==> src/rtl/handshake_sink.sv <==
// Slave-side traffic sink for a valid/ready link: throttled ready, burst length
// tracking, incrementing-sequence data check and sender protocol monitoring.
module handshake_sink #(
  parameter int BITS       = 8,
  parameter int CNT_BITS   = 16,
  parameter int STALL_BITS = 4
) (
  input  logic                  clock,
  input  logic                  reset_n,
  input  logic [BITS-1:0]       value,
  input  logic                  valid,
  output logic                  ready,
  input  logic                  start,
  input  logic [CNT_BITS-1:0]   length,
  input  logic [BITS-1:0]       seed,
  input  logic [STALL_BITS-1:0] on_cycles,
  input  logic [STALL_BITS-1:0] off_cycles,
  output logic                  busy,
  output logic                  done,
  output logic [CNT_BITS-1:0]   beats,
  output logic                  mismatch,
  output logic                  violation,
  output logic [BITS-1:0]       first_bad
);

  localparam logic [1:0] ST_IDLE = 2'd0;
  localparam logic [1:0] ST_RUN  = 2'd1;
  localparam logic [1:0] ST_DONE = 2'd2;

  localparam logic [CNT_BITS-1:0]   CNT_ONE   = CNT_BITS'(1);
  localparam logic [BITS-1:0]       BITS_ONE  = BITS'(1);
  localparam logic [STALL_BITS-1:0] STALL_ONE = STALL_BITS'(1);

  logic [1:0]            state;
  logic [CNT_BITS-1:0]   len_q;
  logic [BITS-1:0]       expected;
  logic [STALL_BITS-1:0] on_q;
  logic [STALL_BITS-1:0] off_q;
  logic [STALL_BITS-1:0] phase_cnt;
  logic                  pending;
  logic [BITS-1:0]       pend_value;

  logic                  accept_start;
  logic                  beat;
  logic                  last_beat;
  logic [STALL_BITS-1:0] on_eff;
  logic                  phase_end;

  assign accept_start = (state == ST_IDLE) && start;
  assign beat         = (state == ST_RUN) && valid && ready;
  assign last_beat    = beat && (beats == len_q - CNT_ONE);
  assign on_eff       = (on_q == '0) ? STALL_ONE : on_q;
  // ready itself marks the current throttle phase while running
  assign phase_end    = ready ? (phase_cnt == on_eff - STALL_ONE)
                              : (phase_cnt == off_q - STALL_ONE);

  assign busy = (state != ST_IDLE);
  assign done = (state == ST_DONE);

  always_ff @(posedge clock or negedge reset_n) begin
    if (!reset_n) begin
      state <= ST_IDLE;
    end else begin
      case (state)
        ST_IDLE: if (start) state <= (length != '0) ? ST_RUN : ST_DONE;
        ST_RUN:  if (last_beat) state <= ST_DONE;
        ST_DONE: state <= ST_IDLE;
        default: state <= ST_IDLE;
      endcase
    end
  end

  always_ff @(posedge clock or negedge reset_n) begin
    if (!reset_n) begin
      len_q <= '0;
      on_q  <= '0;
      off_q <= '0;
    end else if (accept_start) begin
      len_q <= length;
      on_q  <= on_cycles;
      off_q <= off_cycles;
    end
  end

  // Free-running ON/OFF throttle; the final beat forces ready low regardless of phase
  always_ff @(posedge clock or negedge reset_n) begin
    if (!reset_n) begin
      ready     <= 1'b0;
      phase_cnt <= '0;
    end else if (accept_start && (length != '0)) begin
      ready     <= 1'b1;
      phase_cnt <= '0;
    end else if (state == ST_RUN) begin
      if (last_beat) begin
        ready     <= 1'b0;
        phase_cnt <= '0;
      end else if (phase_end) begin
        ready     <= !(ready && (off_q != '0));
        phase_cnt <= '0;
      end else begin
        phase_cnt <= phase_cnt + STALL_ONE;
      end
    end else begin
      ready     <= 1'b0;
      phase_cnt <= '0;
    end
  end

  always_ff @(posedge clock or negedge reset_n) begin
    if (!reset_n) begin
      beats     <= '0;
      expected  <= '0;
      mismatch  <= 1'b0;
      first_bad <= '0;
    end else if (accept_start) begin
      beats     <= '0;
      expected  <= seed;
      mismatch  <= 1'b0;
      first_bad <= '0;
    end else if (beat) begin
      beats    <= beats + CNT_ONE;
      expected <= expected + BITS_ONE;
      if (value != expected) begin
        mismatch <= 1'b1;
        if (!mismatch) first_bad <= value;
      end
    end
  end

  // A beat offered against ready=0 must be held unchanged until it is taken
  always_ff @(posedge clock or negedge reset_n) begin
    if (!reset_n) begin
      violation  <= 1'b0;
      pending    <= 1'b0;
      pend_value <= '0;
    end else if (accept_start) begin
      violation  <= 1'b0;
      pending    <= 1'b0;
      pend_value <= '0;
    end else if (state == ST_RUN) begin
      if (pending && (!valid || (value != pend_value))) violation <= 1'b1;
      pending    <= valid && !ready;
      pend_value <= value;
    end else begin
      pending <= 1'b0;
    end
  end

endmodule

==> config.mk <==
export PLATFORM = sky130hd
export DESIGN_NAME = handshake_sink
export DESIGN_NICKNAME = d
export VERILOG_FILES = /design/src/rtl/handshake_sink.sv
export SDC_FILE = /design/constraint.sdc
export NUM_CORES = 1
export LEC_CHECK = 0
export CELL_PAD_IN_SITES_DETAIL_PLACEMENT = 0
export CELL_PAD_IN_SITES_GLOBAL_PLACEMENT = 1
export CORE_MARGIN = 5
export CORE_UTILIZATION = 53
export DETAILED_ROUTE_END_ITERATION = 16
export DONT_BUFFER_PORTS = 1
export GPL_TIMING_DRIVEN = 0
export PLACE_DENSITY_LB_ADDON = 0.1
export SYNTH_ARGS = -nofsm -noshare
export SYNTH_HDL_FRONTEND = slang
export SYNTH_SLANG_ARGS = --single-unit
==> constraint.sdc <==
create_clock -name clock -period 7.53 [get_ports clock]
set_clock_uncertainty 0.2 [all_clocks]
set_input_delay 1.1295 -clock clock [delete_from_list [all_inputs] [get_ports clock]]
set_output_delay 1.1295 -clock clock [all_outputs]
set_load 0.02 [all_outputs]
==> flow_summary.json, run 1 <==
{
  "numCtsBuffers": 9,
  "required_ns": 7.60,
  "r2r_cells": 9,
  "postCtsSetupBuffers": 0,
  "worstMarginPinSlew_ns": 0.657,
  "syn_inst": 382,
  "r2r_start": "ready",
  "slew_viol_final": 0,
  "ys_seq_elements": 74,
  "leakagePower_nw": 1.75,
  "die_h_um": 96.6,
  "insertion_delay_ns": 0.35,
  "finalSetupViolCount": 0,
  "yosys-top-cells-area": "dfrtp_1 47%, xnor2_1 7.5%, xor2_1 6.2%, mux2_2 6.0%, nor2_1 3.6%",
  "mostFrequentLayoutCell": "dfrtp_1",
  "vias": 2874,
  "end_kind": "flop",
  "cts_buffer_depth": 2,
  "dp.final_hpwl_um": 6760,
  "pwr-share-clk_pct": 21.7,
  "antenna_found_initial": 0,
  "wirelength_um": 9130,
  "relSlewSlack_pct": 56.2,
  "placementRows": 31,
  "power.density_nw_per_um2": 343,
  "grt_pass1_vias": 2930,
  "cp_max_fo": 10,
  "start_util_pct": 54.4,
  "gp_congestion": 0.814,
  "tns_ns": 0,
  "design_area_sq_um": 4300,
  "fillers": 668,
  "layout_min_cycle_time_ns": 2.97,
  "drt_iter0_drc": 74,
  "firstDrtPassIters": 4,
  "viasPerCell": 5.78,
  "postSynthAreaPerCell_sq_um": 10.4,
  "dpl-instance-area_sq_um": 4090,
  "die_area_sq_um": 9320,
  "sequentialPowerShare_pct": 47.1,
  "critPathArrivalTime_ns": 3.04,
  "regToRegSetupSlack_ns": 4.56,
  "combPwrFrac_pct": 31.2,
  "synth_largest_area_cell": "dfrtp_1",
  "design.core.area_sq_um": 7290,
  "period_share_pct": 39.5,
  "path_class": "flop to flop",
  "rsz0062_at_grt": "false",
  "wire_per_inst_um": 18.4,
  "switchingPower_mw": 0.558,
  "cts_resized": 0,
  "nNetsFinal": 442,
  "drv_cap": 0,
  "r2r_end": "ready",
  "synth_fp_nets": 431,
  "clockRootBuffer": "clkbuf_8",
  "grt_max_degree": 75,
  "grt_pass1_wl_um": 15000,
  "worst_setup_path_start_kind": "flop",
  "synthFlopType": "dfrtp_1",
  "finalHoldViolations": 0,
  "synth_top_area_share_pct": 46.6,
  "ctsHtreeMaxLevel": 3,
  "max_clock_freq_ghz": 0.337,
  "synth_area_sq_um": 3970,
  "peakVddDrop_uv": 167,
  "seq_area_frac_synth_pct": 46.6,
  "yosysUniqueCellTypes": 46,
  "drive_above_1_share_pct": 11.3,
  "p_sw_share_pct": 37.8,
  "layout_common_cells": "74 x dfrtp_1, 38 x nor2_1, 34 x xnor2_1, 28 x xor2_1, 21 x mux2_2",
  "ys_async_sr_fraction_pct": 100,
  "outcome": "finished clean",
  "yosysWarningCount": 0,
  "numClockSinks": 74,
  "grt_overflow": 0,
  "groute.usage.overall_pct": 21.2,
  "synth_edf_count": 0,
  "die_x_um": 96.6,
  "ios": 73,
  "holdBufCountCts": 0,
  "drc": 0,
  "area_growth_pct": 8.26,
  "hold_path_class": "input pin to asynchronous set/reset pin",
  "drtAntennaViolNets": 0,
  "power.internal_mw": 0.918,
  "path_clk_slew_ns": 0.08,
  "cts_tree": "done",
  "numPortBuffers": 0,
  "antenna_cells": 0
}
==> flip-flops by register name, summed over array words and instances, names as in the netlist <==
name	cells
beats	16
expected	8
first_bad	8
len_q	16
mismatch	1
off_q	4
on_q	4
pend_value	8
pending	1
phase_cnt	4
ready	1
state	2
violation	1
==> cell families after synthesis <==
group,Yosys count,synth area share [%]
fa+ha+maj,5,1.58
flops,74,46.6
xor+xnor,62,13.7
mux,35,9.49
compound gates,47,7.94
buf+inv,19,1.86
simple gates,140,18.8
==> worst max-delay path by stage <==
stage | slack, ns | endpoint | from | cells after the start
3_3_place_gp | 4.37 | beats[15] | start | 5
4_1_cts | 4.57 | ready | ready | 9
6_report | 4.56 | ready | ready | 9
3_5_place_dp | 4.33 | first_bad[7] | start | 5
2_1_floorplan | 4.76 | first_bad[5] | start | 5
5_1_grt | 4.30 | ready | ready | 9
==> synthesized netlist by cell type (all sizes together) (6+ instances only) <==
| master | instances |
|---|---|
| nand4 | 14 |
| xor2 | 28 |
| o21ai | 15 |
| a21oi | 7 |
| nand2 | 20 |
| and3 | 6 |
| a22o | 8 |
| dfrtp | 74 |
| xnor2 | 34 |
| nand3 | 10 |
| mux2i | 14 |
| nor2 | 38 |
| inv | 6 |
| clkbuf | 9 |
| mux2 | 21 |
| nor2b | 7 |
| nor4 | 8 |
| nor3 | 13 |
==> routing by layer <==
| layer | up-vias | part of all wire [%] | global-route usage [%] |
|---|---|---|---|
| met4 | 0 | 1.2 | 6.19 |
| li1 | 1386 | - | - |
| met5 | - | 0 | 0 |
| met1 | 1403 | 46 | 28.8 |
| met2 | 73 | 47 | 32.7 |
| met3 | 12 | 6.6 | 6.51 |
==> power groups by stage <==
stage	clock network, mW	registers (mW)	logic (mW)
after global placement	0	0.700	0.446
after detailed placement	0	0.705	0.458
final	0.320	0.695	0.460
after global routing	0.344	0.718	0.521
after floorplan	0	0.664	0.393
after CTS	0.330	0.698	0.462
==> critical path, stage by stage, from the launching register on <==
cell      delay (ns)
dfrtp_1         0.48
buf_2           0.24
o22ai_1         0.30
ha_1            0.23
xnor2_1         0.14
xnor2_1         0.17
or4b_1          0.49
o221ai_1        0.39
nor2_1          0.07
nor3_1          0.19
==> stage by stage <==
stage                     setup WS, ns  cells  util, %  total power, mW  hold slack, ns
after floorplan                   4.76    382        -             1.06           0.272
after global placement            4.37    481     56.1             1.15           0.289
after detailed placement          4.33    481     56.1             1.16           0.292
after CTS                         4.57    497     58.9             1.49           0.245
after global routing              4.30    497     58.9             1.58           0.242
final                             4.56    497     58.9             1.48           0.271
==> final cells by class <==
type	count	area (sq um)	share of cell area, %
inverters	6	22.5	0.524
clock buffers	11	141	3.29
plain buffers	13	51.3	1.19
well taps	99	124	2.88
multi-input cells	289	2040	47.6
clock inverters	5	62.6	1.46
flip-flops and latches	74	1850	43.1
Note: power is estimated with default switching activity, not from simulation.
==> run 2: changes to the inputs <==
CORE_UTILIZATION = 44   (was 53)
clock period = 2.5 ns   (was 7.53 ns; I/O delays follow)
==> run 2 against run 1 <==
Effect of this change:
- the run now ends with negative setup slack left
- fmax increased by 17%
- sequential share of layout area shrank 5.8 points
- first-iteration DRC count up 16%
- cell area grew 16%
- worst setup slack got worse by 4.6 ns
- critical path depth did not move
- core utilization down 2.1 points
- flip-flop and latch count is the same
==> flow_summary.json, run 2 (synthesis results as in run 1) <==
{
  "numCtsBuffers": 9,
  "pre_cts_slack_ns": -0.258,
  "die_h_um": 105,
  "layout_min_cycle_time_ns": 2.55,
  "firstDrtPassIters": 4,
  "r2r_cells": 9,
  "power.density_nw_per_um2": 974,
  "cp_max_fo": 7,
  "multiInputGateArea_sq_um": 2180,
  "cts_buffer_depth": 2,
  "placementRows": 34,
  "design_area_sq_um": 4980,
  "whs_path_depth": 2,
  "cts_tree": "done",
  "drv_cap": 0,
  "path_clk_slew_ns": 0.09,
  "drive_above_1_share_pct": 19.0,
  "ios": 73,
  "leakagePower_nw": 2.03,
  "period_share_pct": 102,
  "die_x_um": 105,
  "vias": 3097,
  "groute.usage.overall_pct": 19.2,
  "outcome": "finished with violations",
  "antenna_cells": 0,
  "ctsHtreeMaxLevel": 3,
  "antenna_found_initial": 0,
  "rsz0062_at_grt": "true",
  "grt_overflow": 0,
  "drtAntennaViolNets": 0,
  "dp.final_hpwl_um": 7090,
  "worstMarginPinSlew_ns": 0.668,
  "finalSetupViolCount": 4,
  "relSlewSlack_pct": 55.4,
  "gp_congestion": 0.772,
  "wirelength_um": 10500,
  "worst_setup_path_start_kind": "flop",
  "grt_pass1_wl_um": 16900,
  "peakVddDrop_uv": 531,
  "fillers": 790,
  "top_regs": "beats (16), len_q (16)",
  "area.sequential_sq_um": 1860,
  "regToRegSetupSlack_ns": -0.05,
  "finalHoldViolations": 0,
  "total_power_mw": 4.85,
  "insertion_delay_ns": 0.35,
  "violations": "negative setup slack",
  "mostFrequentLayoutCell": "dfrtp_1",
  "fin_util_pct": 56.9,
  "grt_max_degree": 75,
  "grt_pass1_vias": 3100,
  "start_util_pct": 45.3,
  "drt_iter0_drc": 86,
  "required_ns": 2.52,
  "layout_common_cells": "70 x dfrtp_1, 42 x dlygate4sd3_1, 37 x nor2_1, 33 x xnor2_1, 28 x xor2_1",
  "critPathArrivalTime_ns": 2.57,
  "die_area_sq_um": 11000,
  "dpl-instance-area_sq_um": 4110,
  "hold_path_class": "input pin to flop",
  "max_clock_freq_ghz": 0.393,
  "holdCritStartpoint": "start",
  "design.core.area_sq_um": 8760,
  "area_growth_pct": 25.5,
  "path_class": "flop to flop",
  "clockRootBuffer": "clkbuf_8",
  "end_kind": "flop",
  "min_to": "state[1]",
  "r2r_end": "phase_cnt[1]",
  "setup_slack_ns": -0.0472,
  "r2r_start": "ready",
  "numClockSinks": 74,
  "numPortBuffers": 0,
  "drc": 0,
  "nNetsFinal": 496,
  "wire_per_inst_um": 18.7,
  "slew_viol_final": 0,
  "viasPerCell": 5.53
}
run 2: changes by cell type in the layout (fill, tap and decap cells not counted), moves of 3 or more:
cell,before,now
clkbuf_2,0,3
clkbuf_1,10,6
dlygate4sd3_1,0,42
buf_4,0,10
dfrtp_2,0,4
nor3_1,12,7
dfrtp_1,74,70
nor3_2,1,4
run 2: routing by layer:
metal	vias to the layer above	part of all wire [%]	track usage (%)
met5	-	0	0
met4	0	1.9	6.67
met3	15	5.4	4.32
met2	79	46	29.1
met1	1512	46	27.0
li1	1491	-	-
run 2: metrics by stage:
| step | hold slack, ns | cells | TNS, ns |
|---|---|---|---|
| finish | 0.0724 | 560 | -0.165 |
| global route | 0.0697 | 560 | -0.816 |
| CTS | 0.0607 | 551 | -0.0744 |
| detailed placement | -0.118 | 490 | -3.02 |
| global placement | -0.118 | 490 | -2.07 |
| floorplan | -0.121 | 382 | 0 |
run 2: worst max path at each step:
| stage | end | slack (ns) | start |
|---|---|---|---|
| 2_1_floorplan | ready | 0.009 | ready |
| 3_3_place_gp | ready | -0.23 | ready |
| 3_5_place_dp | ready | -0.26 | ready |
| 4_1_cts | ready | -0.07 | on_q[2] |
| 5_1_grt | phase_cnt[2] | -0.17 | ready |
| 6_report | phase_cnt[1] | -0.05 | ready |
run 2: what timing repair did:
item,4_1_cts,5_1_grt
gates resized for setup,17,23
pin swaps,7,12
endpoints found under the hold margin,123,0
hold buffers,43,0
endpoints found under the setup margin,27,27
setup buffers,2,9
cloned,0,0
run 2: critical path: stages (launching register included):
cell and delay (ns):
dfrtp_2 0.48, buf_8 0.16, o22ai_4 0.17, ha_2 0.20, xnor2_1 0.13, xnor2_1 0.17
or4b_4 0.52, o221ai_4 0.21, buf_6 0.13, nor3b_1 0.04
run 2: cell type report:
cell class,instances,share of cell area [%]
clock buffer,11,3.04
clock inverter,5,0.703
buffer,13,1.33
inverter,6,0.452
tap,108,2.71
timing repair buffer,54,10.7
multi-input combinational,289,43.8
sequential,74,37.3
run 2: report_power, final:
group          switching, mW  leakage [nW]  internal (mW)
sequential             0.583         0.912           1.56
clock                  0.484        0.0961          0.419
combinational          0.838          1.02          0.969
